`src/rtl/decode_stage.sv`:
```
// Decode stage: captures an instruction word and its npc on enable_decode and
// registers the execute/writeback/memory control fields decoded from it.
module decode_stage (
  input  logic        clock,
  input  logic        reset,
  input  logic        enable_decode,
  input  logic [15:0] dout,
  input  logic [15:0] npc_in,
  output logic [15:0] IR,
  output logic [15:0] npc_out,
  output logic [5:0]  E_Control,
  output logic [1:0]  W_Control,
  output logic        Mem_Control,
  output logic        valid,
  output logic        illegal,
  output logic [3:0]  illegal_count
);

  typedef enum logic [3:0] {
    OP_BR   = 4'b0000, OP_ADD = 4'b0001, OP_LD  = 4'b0010, OP_ST  = 4'b0011,
    OP_JSR  = 4'b0100, OP_AND = 4'b0101, OP_LDR = 4'b0110, OP_STR = 4'b0111,
    OP_RTI  = 4'b1000, OP_NOT = 4'b1001, OP_LDI = 4'b1010, OP_STI = 4'b1011,
    OP_JMP  = 4'b1100, OP_RES = 4'b1101, OP_LEA = 4'b1110, OP_TRAP = 4'b1111
  } opcode_e;

  opcode_e     opcode;
  logic [1:0]  alu_ctl, pcsel1, dec_w;
  logic        pcsel2, op2sel, dec_mem, dec_ill;

  logic [15:0] ir_q, ir_d, npc_q, npc_d;
  logic [5:0]  e_ctl_q, e_ctl_d;
  logic [1:0]  w_ctl_q, w_ctl_d;
  logic        mem_ctl_q, mem_ctl_d;
  logic        valid_q, valid_d;
  logic        illegal_q, illegal_d;
  logic [3:0]  ill_cnt_q, ill_cnt_d;

  assign opcode = opcode_e'(dout[15:12]);

  // Decode looks only at the incoming word, never at the held IR.
  always_comb begin
    alu_ctl = 2'b00;
    pcsel1  = 2'b00;
    pcsel2  = 1'b0;
    op2sel  = 1'b0;
    dec_w   = 2'b00;
    dec_mem = 1'b0;
    dec_ill = 1'b0;
    case (opcode)
      OP_ADD:  op2sel = ~dout[5];
      OP_AND:  begin alu_ctl = 2'b01; op2sel = ~dout[5]; end
      OP_NOT:  begin alu_ctl = 2'b10; op2sel = 1'b1; end
      OP_BR,
      OP_ST:   begin pcsel1 = 2'b01; pcsel2 = 1'b1; end
      OP_LD:   begin pcsel1 = 2'b01; pcsel2 = 1'b1; dec_w = 2'b01; end
      OP_LDI:  begin pcsel1 = 2'b01; pcsel2 = 1'b1; dec_w = 2'b01; dec_mem = 1'b1; end
      OP_STI:  begin pcsel1 = 2'b01; pcsel2 = 1'b1; dec_mem = 1'b1; end
      OP_LEA:  begin pcsel1 = 2'b01; pcsel2 = 1'b1; dec_w = 2'b10; end
      OP_LDR:  begin pcsel1 = 2'b10; dec_w = 2'b01; end
      OP_STR:  pcsel1 = 2'b10;
      OP_JMP:  pcsel1 = 2'b11;
      OP_JSR,
      OP_RTI,
      OP_RES,
      OP_TRAP: dec_ill = 1'b1;
      default: dec_ill = 1'b0;
    endcase
  end

  always_comb begin
    ir_d      = ir_q;
    npc_d     = npc_q;
    e_ctl_d   = e_ctl_q;
    w_ctl_d   = w_ctl_q;
    mem_ctl_d = mem_ctl_q;
    illegal_d = illegal_q;
    valid_d   = valid_q;
    ill_cnt_d = ill_cnt_q;
    if (enable_decode) begin
      ir_d      = dout;
      npc_d     = npc_in;
      e_ctl_d   = {alu_ctl, pcsel1, pcsel2, op2sel};
      w_ctl_d   = dec_w;
      mem_ctl_d = dec_mem;
      illegal_d = dec_ill;
      valid_d   = 1'b1;
      if (dec_ill && (ill_cnt_q != '1))
        ill_cnt_d = ill_cnt_q + 4'd1;
    end
  end

  always_ff @(posedge clock or negedge reset) begin
    if (!reset) begin
      ir_q      <= '0;
      npc_q     <= '0;
      e_ctl_q   <= '0;
      w_ctl_q   <= '0;
      mem_ctl_q <= 1'b0;
      illegal_q <= 1'b0;
      valid_q   <= 1'b0;
      ill_cnt_q <= '0;
    end else begin
      ir_q      <= ir_d;
      npc_q     <= npc_d;
      e_ctl_q   <= e_ctl_d;
      w_ctl_q   <= w_ctl_d;
      mem_ctl_q <= mem_ctl_d;
      illegal_q <= illegal_d;
      valid_q   <= valid_d;
      ill_cnt_q <= ill_cnt_d;
    end
  end

  assign IR            = ir_q;
  assign npc_out       = npc_q;
  assign E_Control     = e_ctl_q;
  assign W_Control     = w_ctl_q;
  assign Mem_Control   = mem_ctl_q;
  assign valid         = valid_q;
  assign illegal       = illegal_q;
  assign illegal_count = ill_cnt_q;

endmodule

```
`config.mk`:
```
export PLATFORM = sky130hd
export DESIGN_NAME = decode_stage
export DESIGN_NICKNAME = d
export VERILOG_FILES = /design/src/rtl/decode_stage.sv
export SDC_FILE = /design/constraint.sdc
export NUM_CORES = 1
export LEC_CHECK = 0
export BUFFER_PORTS_ARGS = -buffer_cell sky130_fd_sc_hd__clkbuf_2
export CAP_MARGIN = 20
export CORE_AREA = 2 2 78 58
export DETAILED_ROUTE_END_ITERATION = 7
export DIE_AREA = 0 0 80 60
export PLACE_DENSITY = 0.86
export SYNTH_ARGS = -nofsm -noshare
export SYNTH_HDL_FRONTEND = slang
export SYNTH_SLANG_ARGS = --single-unit
```
`constraint.sdc`:
```
create_clock -name clock -period 2.77 [get_ports clock]
set_clock_uncertainty 0.1 [all_clocks]
set_input_delay 0.554 -clock clock [delete_from_list [all_inputs] [get_ports clock]]
set_output_delay 0.554 -clock clock [all_outputs]
set_load 0.01 [all_outputs]
```
==> flow_summary.yaml <==
floorplanning:
  start_util_pct: 48.1
  fp-row-count: 20
  pin_count: 82
  core_sq_um: 4100
  die_w_um: 80
  dieArea_sq_um: 4800
  dieHeight_um: 60
clock_network:
  cts_buffers: 5
  cts_hold_buf: 0
  cts_htree_levels: 2
  clk_latency_ns: 0.29
  cts_num_sinks: 47
  cts_max_path_buffers: 2
  cts_resized: 0
  clk_pin_slew_ns: 0.08
  tritoncts: "yes"
  root_buffer: "clkbuf_8"
  cts_setup_buffers: 0
grt:
  grt_max_degree: 48
  grtUsageTotal_pct: 17.7
  grt_pass1_wl_mm: 6.31
  grt_overflow: 0
  grt_pass1_vias: 1394
  antenna_found_initial: 0
layout:
  syn_to_final_growth_pct: 29.2
  fin_nets: 262
  final_cell_area_sq_um: 2550
  drive_above_1_share_pct: 57.7
  antenna_cells: 0
yosys:
  avgSynthCellArea_sq_um: 13.7
  ys.flop_type: "dfrtp_1"
  synth_xor_area_share_pct: 0.444
  synthTopCellsByArea: "dfrtp_1, mux2_2, inv_1"
  synthesis.nets: 180
  syn_area_sq_um: 1970
  synth.area.mux_share_pct: 18.6
  syn_inst: 144
  synth_fa_ha_area_share_pct: 0.634
  synth_top_family_by_area: "multiplexers"
  ys_seq_area_share_pct: 59.6
  yosys-top-cells-count: "dfrtp_1, mux2_2, inv_1"
  synthDominantCellAreaShare_pct: 59.6
  synth_edf_count: 0
  yosysWarnings: 0
  synth_top_cell_by_area: "dfrtp_1"
  yosysMostFrequentCell: "dfrtp_1"
  synth-simple-area-share_pct: 7.23
  ys_seq_elements: 47
  synthArstFlopShare_pct: 100
  synth.distinct_cells: 35
  synth-compound-area-share_pct: 8.05
critical_path:
  criticalPathCategory: "input pin to register"
  path_max_fanout: 11
  cp-start-kind: "input pin"
  crit_required_ns: 2.86
  arrival_ns: 1.75
  end_kind: "register"
power:
  clockPowerShare_pct: 33.0
  power_leakage_nw: 1.25
  vdd_drop_max_v: 0.000363
  powerDensity_nw_per_um2: 692
  internal_power_mw: 1.30
  p_sw_mw: 0.461
  combPwrFrac_pct: 19.4
  switching_share_pct: 26.2
  p_seq_share_pct: 47.6
sta:
  slew_headroom_pct: 62.9
  slew_violations: 0
  rsz0062_at_grt: "false"
  worstMarginPinSlew_ns: 0.556
  hold_violations: 0
  setup_viol: 0
  period_minus_slack_ns: 1.66
  fin_crit_sh_pct: 60.0
  fin_setup_tns_ns: 0
  max_freq_mhz: 602
drt:
  wirelength_mm: 3.67
  drc: 0
  drtPass1Iterations: 6
  vias_per_cell: 4.84
  wire_per_inst_um: 13.0
  antenna_left: 0
  vias: 1365
  drtIter0Drc: 30
place:
  placed_cell_area_sq_um: 2410
  port_buffers: 81
  gp_congestion: 0.767
  dp_hpwl_mm: 2.77
flow_run:
  drv_cap: 0
status:
  status: "complete, no violations"
worst_hold_path:
  hp-class: "input pin to asynchronous set/reset pin"
-- path summary, 6_finish.rpt --
kind | endpoint | slack [ns] | from | cells past startpoint
max | illegal_count[1]$_DFFE_PN0P_ | 1.11 | dout[15] | 5
min | Mem_Control$_DFFE_PN0P_ | 0.23 | reset | 2
max reg2reg | illegal_count[1]$_DFFE_PN0P_ | 1.38 | illegal_count[0]$_DFFE_PN0P_ | 3
min reg2reg | valid$_DFFE_PN0P_ | 0.37 | valid$_DFFE_PN0P_ | 1
max in group asynchronous | illegal$_DFFE_PN0P_ | 1.97 | reset | 2
min in group clock | valid$_DFFE_PN0P_ | 0.37 | valid$_DFFE_PN0P_ | 1
-- layout by cell type (no fill, tap or decap), types with 2 or more instances in the layout --
cell | netlist | routed
buf_4 | 1 | 3
nand2_1 | 5 | 5
mux2_4 | 2 | 2
nor2b_1 | 2 | 2
bufinv_16 | 0 | 2
mux2_2 | 30 | 30
dfrtp_1 | 47 | 47
clkbuf_2 | 0 | 81
nand3_1 | 2 | 2
clkbuf_8 | 0 | 5
a21oi_1 | 2 | 2
inv_1 | 13 | 13
nor2_1 | 3 | 3
o21ai_0 | 8 | 8
-- registers in the layout, summed over array words and instances (netlist names) --
signal         count
npc_out           16
W_Control          2
illegal            1
valid              1
E_Control          6
IR                16
illegal_count      4
Mem_Control        1
-- per-layer routing --
| metal | global-route usage [%] | vias to the layer above | part of all wire (%) |
|---|---|---|---|
| met5 | 0 | - | 0 |
| met4 | 7.99 | 0 | 1.4 |
| met3 | 5.29 | 7 | 7.2 |
| met2 | 29.2 | 52 | 46 |
| met1 | 21.9 | 646 | 45 |
| li1 | - | 660 | - |
-- critical path, cell delays in order --
cell and delay, ns:
clkbuf_2 0.22, nor4b_2 0.33, o31ai_4 0.13, a31oi_4 0.21, mux2_4 0.31
-- final cells by class --
cell class	instances	area [sq um]
fillers	344	1560
flip-flops and latches	47	1180
multi-input cells	75	691
repair buffers	84	428
clock buffers	5	68.8
well taps	55	68.8
clock inverters	3	67.6
inverters	13	48.8
-- power groups by stage --
stage	combinational [mW]	clock [mW]	sequential [mW]
finish	0.342	0.582	0.839
detailed placement	0.349	0	0.852
global route	0.380	0.633	0.853
global placement	0.337	0	0.847
CTS	0.348	0.602	0.839
floorplan	0.160	0	0.886
-- kinds of logic (layout without fill, tap and decap cells) --
| logic type | after synthesis | in the layout |
|---|---|---|
| flops | 47 | 47 |
| buf+inv | 22 | 105 |
| fa+ha+maj | 1 | 1 |
| mux | 32 | 32 |
| xor+xnor | 1 | 1 |
| compound gates | 20 | 20 |
| simple gates | 21 | 21 |
-- through the flow --
stage	total power [mW]	cells	utilization (%)	worst slack (ns)	hold WS, ns
final	1.76	282	62.1	1.11	0.233
after global routing	1.87	282	62.1	1.02	0.270
after CTS	1.79	282	62.1	1.11	0.249
after detailed placement	1.20	274	58.8	0.781	0.354
after global placement	1.18	274	58.8	0.806	0.353
after floorplan	1.05	144	-	0.930	0.158
(Power assumes the default switching activity.)
